`src/rtl/cl2_pl_exu_pkg.sv`:
```
// cl2_pl_exu_pkg: shared widths, write-back arbiter states and write request type
package cl2_pl_exu_pkg;
  localparam int XLEN = 32;
  localparam int REG_NUM = 32;
  localparam int REG_W = $clog2(REG_NUM);
  typedef enum logic [1:0] {ARB_NORM, ARB_BLOCK, ARB_LSU} wb_arb_state_e;
  typedef struct packed {
    logic             wen;
    logic [REG_W-1:0] idx;
    logic [XLEN-1:0]  dat;
  } wb_req_t;
endpackage

```
`src/rtl/cl2_pl_exu_scoreboard.sv`:
```
// cl2_pl_exu_scoreboard: per-register pending bits with one set, one clear and three lookups
module cl2_pl_exu_scoreboard
    import cl2_pl_exu_pkg::*;
(
    input  logic             clk,
    input  logic             rst,
    input  logic             set_en,
    input  logic [REG_W-1:0] set_idx,
    input  logic             clr_en,
    input  logic [REG_W-1:0] clr_idx,
    input  logic [REG_W-1:0] rs1_idx,
    input  logic [REG_W-1:0] rs2_idx,
    input  logic [REG_W-1:0] rd_idx,
    output logic             rs1_pend,
    output logic             rs2_pend,
    output logic             rd_pend
);
    logic [REG_NUM-1:0] pending, set_mask, clr_mask;

    always_comb begin
        set_mask = '0;
        clr_mask = '0;
        set_mask[set_idx] = set_en;
        clr_mask[clr_idx] = clr_en;
    end

    // x0 is never tracked, so its bit is forced low on every update
    always_ff @(posedge clk) begin
        if (rst)
            pending <= '0;
        else
            pending <= ((pending & ~clr_mask) | set_mask) & ~REG_NUM'(1);
    end

    assign rs1_pend = pending[rs1_idx];
    assign rs2_pend = pending[rs2_idx];
    assign rd_pend  = pending[rd_idx];
endmodule

```
`src/rtl/cl2_pl_exu_wb_ctrl.sv`:
```
// cl2_pl_exu_wb_ctrl: regfile write-port scheduler for ALU and LSU/MDU results
// with hazard-gated issue and LSU anti-starvation.
module cl2_pl_exu_wb_ctrl
    import cl2_pl_exu_pkg::*;
#(
    parameter int STARVE_MAX = 4,
    parameter int LONG_OUTST = 2
)(
    input  logic             clk_i,
    input  logic             rst_i,
    input  logic             iss_valid_i,
    output logic             iss_ready_o,
    input  logic [REG_W-1:0] iss_rs1_idx_i,
    input  logic [REG_W-1:0] iss_rs2_idx_i,
    input  logic             iss_rd_wen_i,
    input  logic [REG_W-1:0] iss_rd_idx_i,
    input  logic             iss_long_i,
    input  logic             alu_wb_valid_i,
    input  logic [REG_W-1:0] alu_wb_idx_i,
    input  logic [XLEN-1:0]  alu_wb_dat_i,
    input  logic             lsu_wb_valid_i,
    output logic             lsu_wb_ready_o,
    input  logic [REG_W-1:0] lsu_wb_idx_i,
    input  logic [XLEN-1:0]  lsu_wb_dat_i,
    output logic             wd_wen_o,
    output logic [REG_W-1:0] wd_idx_o,
    output logic [XLEN-1:0]  wd_dat_o
);
    localparam int LC_W = $clog2(LONG_OUTST + 1);
    localparam int SC_W = $clog2(STARVE_MAX + 1);

    wb_arb_state_e   state, state_nxt;
    logic [LC_W-1:0] long_cnt;
    logic [SC_W-1:0] starve_cnt, starve_nxt;
    logic            rs1_pend, rs2_pend, rd_pend, fire;
    wb_req_t         wd, wd_nxt;

    cl2_pl_exu_scoreboard u_sb (
        .clk      (clk_i),
        .rst      (rst_i),
        .set_en   (fire & iss_rd_wen_i),
        .set_idx  (iss_rd_idx_i),
        .clr_en   (wd.wen),
        .clr_idx  (wd.idx),
        .rs1_idx  (iss_rs1_idx_i),
        .rs2_idx  (iss_rs2_idx_i),
        .rd_idx   (iss_rd_idx_i),
        .rs1_pend (rs1_pend),
        .rs2_pend (rs2_pend),
        .rd_pend  (rd_pend)
    );

    assign iss_ready_o = !(rs1_pend | rs2_pend | (iss_rd_wen_i & rd_pend)
                         | (iss_long_i & (long_cnt == LC_W'(LONG_OUTST)))
                         | (state == ARB_BLOCK));
    assign fire           = iss_valid_i & iss_ready_o;
    assign lsu_wb_ready_o = lsu_wb_valid_i & !alu_wb_valid_i;

    // x0 results are consumed but never written
    always_comb begin
        wd_nxt = alu_wb_valid_i ? wb_req_t'{wen: alu_wb_idx_i != '0, idx: alu_wb_idx_i, dat: alu_wb_dat_i}
               : lsu_wb_ready_o ? wb_req_t'{wen: lsu_wb_idx_i != '0, idx: lsu_wb_idx_i, dat: lsu_wb_dat_i}
               : wb_req_t'{wen: 1'b0, idx: wd.idx, dat: wd.dat};
    end

    // BLOCK stops new ALU issue so the following LSU cycle is guaranteed free
    always_comb begin
        state_nxt  = state;
        starve_nxt = starve_cnt;
        case (state)
            ARB_NORM: begin
                starve_nxt = (lsu_wb_valid_i & !lsu_wb_ready_o) ? starve_cnt + 1'b1 : '0;
                state_nxt  = (starve_nxt == SC_W'(STARVE_MAX)) ? ARB_BLOCK : ARB_NORM;
            end
            ARB_BLOCK: state_nxt = ARB_LSU;
            default: begin
                state_nxt  = ARB_NORM;
                starve_nxt = '0;
            end
        endcase
    end

    always_ff @(posedge clk_i) begin
        if (rst_i) begin
            state      <= ARB_NORM;
            starve_cnt <= '0;
            long_cnt   <= '0;
            wd         <= '0;
        end else begin
            state      <= state_nxt;
            starve_cnt <= starve_nxt;
            long_cnt   <= long_cnt + LC_W'(fire & iss_long_i) - LC_W'(lsu_wb_ready_o);
            wd         <= wd_nxt;
        end
    end

    assign wd_wen_o = wd.wen;
    assign wd_idx_o = wd.idx;
    assign wd_dat_o = wd.dat;

    a_no_alu_in_lsu_slot: assert property (@(posedge clk_i) disable iff (rst_i)
        state == ARB_LSU |-> !alu_wb_valid_i);
    a_lsu_hold: assert property (@(posedge clk_i)
        !rst_i && lsu_wb_valid_i && !lsu_wb_ready_o |=> lsu_wb_valid_i || rst_i);
endmodule

```
`config.mk`:
```
export PLATFORM = sky130hd
export DESIGN_NAME = cl2_pl_exu_wb_ctrl
export DESIGN_NICKNAME = d
export VERILOG_FILES = /design/src/rtl/cl2_pl_exu_pkg.sv /design/src/rtl/cl2_pl_exu_scoreboard.sv /design/src/rtl/cl2_pl_exu_wb_ctrl.sv
export SDC_FILE = /design/constraint.sdc
export NUM_CORES = 1
export LEC_CHECK = 0
export ABC_AREA = 1
export CAP_MARGIN = 10
export CORE_MARGIN = 2
export CORE_UTILIZATION = 30
export CTS_CLUSTER_SIZE = 30
export DETAILED_ROUTE_END_ITERATION = 12
export PLACE_DENSITY_LB_ADDON = 0.12
export SYNTH_ARGS = -nofsm -noshare
export SYNTH_HDL_FRONTEND = slang
export SYNTH_SLANG_ARGS = --single-unit
```
`constraint.sdc`:
```
create_clock -name clk_i -period 2.9 [get_ports clk_i]
set_input_delay 0.87 -clock clk_i [delete_from_list [all_inputs] [get_ports clk_i]]
set_output_delay 0.87 -clock clk_i [all_outputs]
set_load 0.1 [all_outputs]
```
==> results of run 1 <==
cells in the mapped netlist, types with 2 or more instances:
cell type	count	area share, %
dfxtp_1	76	31
nand3_1	105	11
buf_4	5	0.76
nand2_1	273	21
a21oi_1	5	0.51
a21oi_2	30	5.3
o21ai_0	39	4.0
nor3_1	9	0.91
inv_1	108	8.2
buf_1	2	0.15
nor2_1	46	3.5
clkbuf_1	16	1.2
buf_2	3	0.30
nand3_2	29	5.9
buf_6	7	1.6
buf_12	3	1.2
ha_1	3	0.76
xor2_1	2	0.36
o21ai_1	8	0.81
cell type report:
cell class / instances / area (um2) / share of cell area (%)
inverter: 112 / 452 / 6.23
multi-input combinational: 559 / 2900 / 39.9
tap: 216 / 270 / 3.73
timing repair buffer: 178 / 1760 / 24.2
clock buffer: 9 / 225 / 3.10
timing repair inverter: 1 / 16.3 / 0.224
clock inverter: 7 / 115 / 1.59
sequential: 76 / 1520 / 21.0
worst max-delay path: cells and delay by family:
kind | cells | cell delay [ps]
AND/OR/NAND/NOR | 9 | 650
buffers and inverters | 6 | 660
logic make-up after synthesis:
group	synth area share, %
DFF	30.9
xor gates and xnor gates	0.355
buffers and inverters	13.9
AOI/OAI and AO/OA	11.6
adders and majority gates	0.762
and+or+nand+nor	42.6
through the flow:
| stage | instance area, um2 | setup WS, ps | setup TNS, ps | hold slack, ps |
|---|---|---|---|---|
| after global routing | 7250 | -212 | -212 | 483 |
| after floorplan | 4960 | -140 | -280 | 423 |
| final | 7250 | -181 | -181 | 463 |
| after global placement | 6520 | -707 | -13820 | 445 |
| after CTS | 7140 | -140 | -140 | 459 |
| after detailed placement | 6520 | -674 | -13350 | 448 |
per-layer routing:
| metal | track usage, % | vias to the layer above | part of all wire (%) |
|---|---|---|---|
| met5 | 0 | - | 0 |
| met4 | 7.05 | 0 | 1.7 |
| met3 | 6.19 | 21 | 9.2 |
| met2 | 30.4 | 204 | 45 |
| met1 | 24.9 | 2396 | 45 |
| li1 | - | 2774 | - |
registers in the layout, summed over array words and instances (netlist names):
signal	count
state	2
u_sb.pending	31
wd_idx_o	5
wd_dat_o	32
starve_cnt	3
long_cnt	2
wd_wen_o	1
how the worst max path moves through the flow:
stage                                start     endpoint  slack, ps
after floorplan            iss_rd_idx_i[0]  long_cnt[1]       -140
after global placement     iss_rd_idx_i[2]  iss_ready_o       -710
after detailed placement   iss_rd_idx_i[0]  iss_ready_o       -670
after CTS                  iss_rd_idx_i[0]  iss_ready_o       -140
after global routing      iss_rs2_idx_i[0]  iss_ready_o       -210
final                     iss_rs2_idx_i[0]  iss_ready_o       -180
repair_timing:
action / CTS / global route
resized for setup: 81 / 29
buffers inserted: 2 / 2
setup endpoints to repair: 34 / 2
pin swaps: 16 / 18
cloned: 6 / 0
power by group through the flow:
stage / registers, mW / logic, mW / clock network [mW]
4_1_cts: 1.12 / 0.918 / 1.33
5_1_grt: 1.12 / 0.995 / 1.37
3_3_place_gp: 1.14 / 0.869 / 0
3_5_place_dp: 1.14 / 0.866 / 0
2_1_floorplan: 1.38 / 0.333 / 0
6_report: 1.12 / 0.930 / 1.30
==> results.yml, run 1 <==
synthesis:
  synth_edf_count: 0
  synth-main-ff-cell: "dfxtp_1"
  syn_nets: 882
  yosysSeqAreaShare_pct: 30.9
  synth_cell_types: 33
  ys_warn_count: 0
  ys_ff_latch: 76
  synth.avg_cell_area_um2: 6.30
  netlist_area_um2: 4930
  async_flop_share_pct: 0
  syn_inst: 783
min_path:
  hold_depth: 1
  min_path_type: "flop to flop"
  hold_start: "long_cnt[1]"
  min_to: "long_cnt[1]"
routing:
  avgViaCountPerCell: 4.66
  dr.pass1.iters: 5
  wire_per_inst_um: 14.1
  first_iter_violations: 318
  antenna_left: 0
  drc: 0
  vias: 5395
  drt_wl_total_um: 16300
worst_setup_path:
  crit_path_start_kind: "input port"
  cp.required_ps: 2030
  worstSetupEndpointType: "primary output"
  r2r_slack_ps: 540
  timing.rr.start: "u_sb.pending[24]"
  worstSetupPathType: "input port to primary output"
  cpMostUsedCell: "nand2_1"
  path_max_fanout: 8
  cp_cell_sequence: "buf_12 > buf_12 > inv_12 > buf_4 > nand2_1 > nand3_1 > nand3_1 > nand3_1 > nand2_1 > nand2_1 > nand2_1 > nor2_2 > nand2_4 > clkinvlp_4 > buf_12"
  worstRegToRegCells: 19
  r2r-end: "long_cnt[1]"
  slowest_delay_ps: 160
  crit_slowest_cell: "buf_12"
  crit_arrival_ps: 2210
placed_design:
  dp.cells: 1132
  io_buffers: 135
  place_congestion: 0.897
  dp_hpwl_um: 12100
pwr:
  power_frac_seq_pct: 33.4
  ir_drop_mv: 0.252
  clkPwrFrac_pct: 38.8
  combPwrFrac_pct: 27.8
  p_int_mw: 2.25
  p_sw_share_pct: 32.6
  power_mw: 3.34
  switchingPower_mw: 1.09
  power_leakage_nw: 3.33
  p_per_area_nw_per_um2: 461
timing:
  max_freq_mhz: 325
  slew_viol_final: 0
  finalCritPeriodShare_pct: 106
  slew_headroom_pct: 66.9
  rsz0062_at_grt: "yes"
  setup_ws_ps: -181
  setup_viol: 1
  hold_violations: 0
  skew_ps: 6.45
  tightest_slew_ps: 496
  period_minus_slack_ps: 3080
finish:
  fin_nets: 1036
  drive_gt1_share_pct: 22.8
  utilization_pct: 45.3
  syn_to_final_growth_pct: 47.2
  diodes: 0
  final_cell_mix: "263 x nand2_1, 101 x inv_1, 98 x nand3_1"
  final_cell_count_no_fill: 1158
  final_common_cell: "nand2_1"
  fillers: 1703
clocking:
  cts_max_path_buffers: 2
  root_buffer: "clkbuf_16"
  cts_tree: "done"
  clkTransAtPathRegs_ps: 60
  cts_buffers: 9
  clk_latency_ps: 350
  hold_buffers: 0
  clkSinkCount: 76
  htreeDepth: 3
floorplan:
  rows: 46
  dieArea_um2: 17500
  ios: 136
  dieWidth_um: 132
  fp.dieH_um: 132
  coreArea_um2: 16000
  start_util_pct: 30.8
grt:
  grt_use_total_pct: 19.3
  antenna_found_initial: 0
  grt_first_pass_wirelength_um: 27500
  grt_max_degree: 41
  gr-total-overflow: 0
  grt_pass1_vias: 5349
run:
  drv_cap: 0
status:
  violations: "setup timing"
  status: "finished, violations left"
Power figures use the tool's default switching activity.
==> run 2: changes to the inputs <==
--- a/config.mk
+++ b/config.mk
@@ -14,4 +14,5 @@
 export PLACE_DENSITY_LB_ADDON = 0.12
 export SYNTH_ARGS = -nofsm -noshare
 export SYNTH_HDL_FRONTEND = slang
+export SYNTH_HIERARCHICAL = 1
 export SYNTH_SLANG_ARGS = --single-unit
==> run 2 against run 1 <==
Effect of this change:
- the run still ends with setup timing left
- sequential share of layout area increased by 1.7 points
- fmax is 2.1% lower
- flip-flop and latch count is the same
- combinational power is 7.3% lower
- cell count fell by 7.3%
- largest cell class unchanged
==> results.yml, run 2 <==
status:
  status: "finished, violations left"
  violations: "setup timing"
timing:
  setup_ws_ps: -248
  period_minus_slack_ps: 3150
  slew_viol_final: 0
  slew_headroom_pct: 41.9
  hold_violations: 0
  tightest_slew_ps: 869
  skew_ps: 8.63
  max_freq_mhz: 318
  finalCritPeriodShare_pct: 109
  setup_viol: 1
  rsz0062_at_grt: "yes"
grt:
  grtUsageMet2_pct: 35.1
  gr-total-overflow: 0
  gr-usage-met1_pct: 24.9
  grt_use_total_pct: 21.0
  top_usage_layer: "met2"
  use_met3_pct: 6.41
  antenna_found_initial: 0
  grt_pass1_vias: 5158
  grt_first_pass_wirelength_um: 26500
  grt_max_degree: 38
synthesis:
  synth_cell_types: 26
  synth_top_area_cell: "dfxtp_1"
  synth_top_area_share_pct: 34.1
  synth_commonest_cells: "317 x nand2_1, 125 x nand3_1, 76 x dfxtp_1, 64 x inv_1, 34 x a21oi_1"
  synth_edf_count: 0
  syn_inst: 734
  async_flop_share_pct: 0
  ys_warn_count: 6
  synth.most_common_cell: "nand2_1"
  synth.avg_cell_area_um2: 6.08
  ys_ff_latch: 76
  synth_area_leaders: "dfxtp_1 34%, nand2_1 27%, nand3_1 14%"
  syn_nets: 833
  yosysSeqAreaShare_pct: 34.1
  synth-main-ff-cell: "dfxtp_1"
  netlist_area_um2: 4460
floorplan:
  dieWidth_um: 126
  start_util_pct: 30.7
  ios: 136
  dieArea_um2: 15900
  rows: 44
  coreArea_um2: 14500
  fp.dieH_um: 126
placed_design:
  place_congestion: 0.939
  dp_hpwl_um: 11700
  dpl-instance-area_um2: 6050
  io_buffers: 135
routing:
  first_iter_violations: 216
  antenna_left: 0
  drc: 0
  drt_wl_total_um: 16500
  dr.pass1.iters: 5
  vias: 5280
  wire_per_inst_um: 15.4
  avgViaCountPerCell: 4.92
clocking:
  htreeDepth: 3
  cts_buffers: 9
  hold_buffers: 0
  cts_max_path_buffers: 2
  clkTransAtPathRegs_ps: 70
  root_buffer: "clkbuf_16"
  clk_latency_ps: 340
  cts_tree: "done"
  clkSinkCount: 76
worst_setup_path:
  crit_slowest_cell: "and2_4"
  worstSetupPathType: "input port to primary output"
  crit_path_start_kind: "input port"
  worstSetupEndpointType: "primary output"
  path_max_fanout: 6
  cpMostUsedCell: "nand2_1"
  cp.required_ps: 2030
  crit_arrival_ps: 2280
  slowest_delay_ps: 160
  cp_cell_sequence: "buf_12 > buf_8 > nand2_2 > nand3_2 > nand3_2 > nand2_1 > nand2_1 > nand2_1 > nand2_1 > nand2_2 > nor2_4 > nand2_2 > nor2_4 > and2_4 > buf_12"
pwr:
  ir_drop_mv: 0.226
  power_mw: 3.12
  power_leakage_nw: 3.16
  p_per_area_nw_per_um2: 464
finish:
  drive_gt1_share_pct: 21.8
  final_common_cell: "nand2_1"
  fin_area_um2: 6720
  fin_nets: 983
  utilization_pct: 46.3
  diodes: 0
  final_cell_mix: "292 x nand2_1, 92 x nand3_1, 83 x clkdlybuf4s50_1"
  syn_to_final_growth_pct: 50.6
  largest_reg_flops: 32
run:
  drv_cap: 0
min_path:
  min_path_type: "flop to flop"
run 2: changes by cell type after synthesis, moves of 7 or more:
cell	change
inv_1	-44
inv_2	+12
clkbuf_1	-8
nand3_1	+20
nor3_2	+8
nand3_2	-29
nor2_1	-31
nand2_1	+44
nor3_1	-7
a21oi_2	-30
buf_2	+7
o21ai_0	-18
a21oi_1	+29
run 2: routing by layer:
metal | wire, um | share of wire [%] | vias to the layer above
met2 | 7760 | 47 | 231
met4 | 556 | 3.4 | 0
met5 | 0 | 0 | -
li1 | - | - | 2629
met3 | 1510 | 9.2 | 38
met1 | 6660 | 40 | 2382
run 2: report_power, final:
| group | internal (mW) | switching, mW |
|---|---|---|
| sequential | 1.09 | 0.0326 |
| clock | 0.614 | 0.523 |
| combinational | 0.308 | 0.554 |
run 2: worst max-delay path: cells and delay by family:
kind                   cells  cell delay (ps)
buffers and inverters      3              410
and+or+nand+nor           12              990
run 2: cells by family after synthesis:
group / share of synthesized area, %
flip-flops: 34.1
adder cells (fa/ha/maj): 0.841
AND/OR/NAND/NOR: 46.1
buffers and inverters: 11.2
XOR/XNOR: 0.196
AO/OA/AOI/OAI: 7.60
run 2: area by class of cell:
type	count	area, um2
Fill cell	1448	7810
Multi-Input combinational cell	547	2710
Timing Repair Buffer	170	1640
Sequential cell	76	1520
Inverter	80	333
Tap cell	184	230
Clock buffer	9	225
Clock inverter	7	71.3
run 2: repair_timing:
action | in CTS | in global routing
pin swaps | 45 | 13
setup buffers | 1 | 1
hold endpoints to repair | 0 | 0
gates resized for setup | 120 | 18
cloned | 4 | 0
setup endpoints to repair | 34 | 8
run 2: worst paths after layout:
| kind | end | slack [ps] | start | cells past startpoint |
|---|---|---|---|---|
| max reg2reg | long_cnt[1] | 250 | u_sb/pending[7] | 21 |
| max | iss_ready_o | -250 | iss_rs2_idx_i[0] | 15 |
| min | u_sb/pending[4] | 480 | u_sb/pending[4] | 2 |
| min reg2reg | u_sb/pending[4] | 480 | u_sb/pending[4] | 2 |
run 2: per-stage QoR:
step                      setup TNS, ps  std cells  hold slack, ps  worst slack, ps
after floorplan                    -105        734             432             -105
after global placement           -21270       1051             448             -893
after detailed placement         -21460       1051             471             -895
after CTS                          -249       1072             482             -249
after global routing               -531       1073             503             -350
final                              -248       1073             482             -248
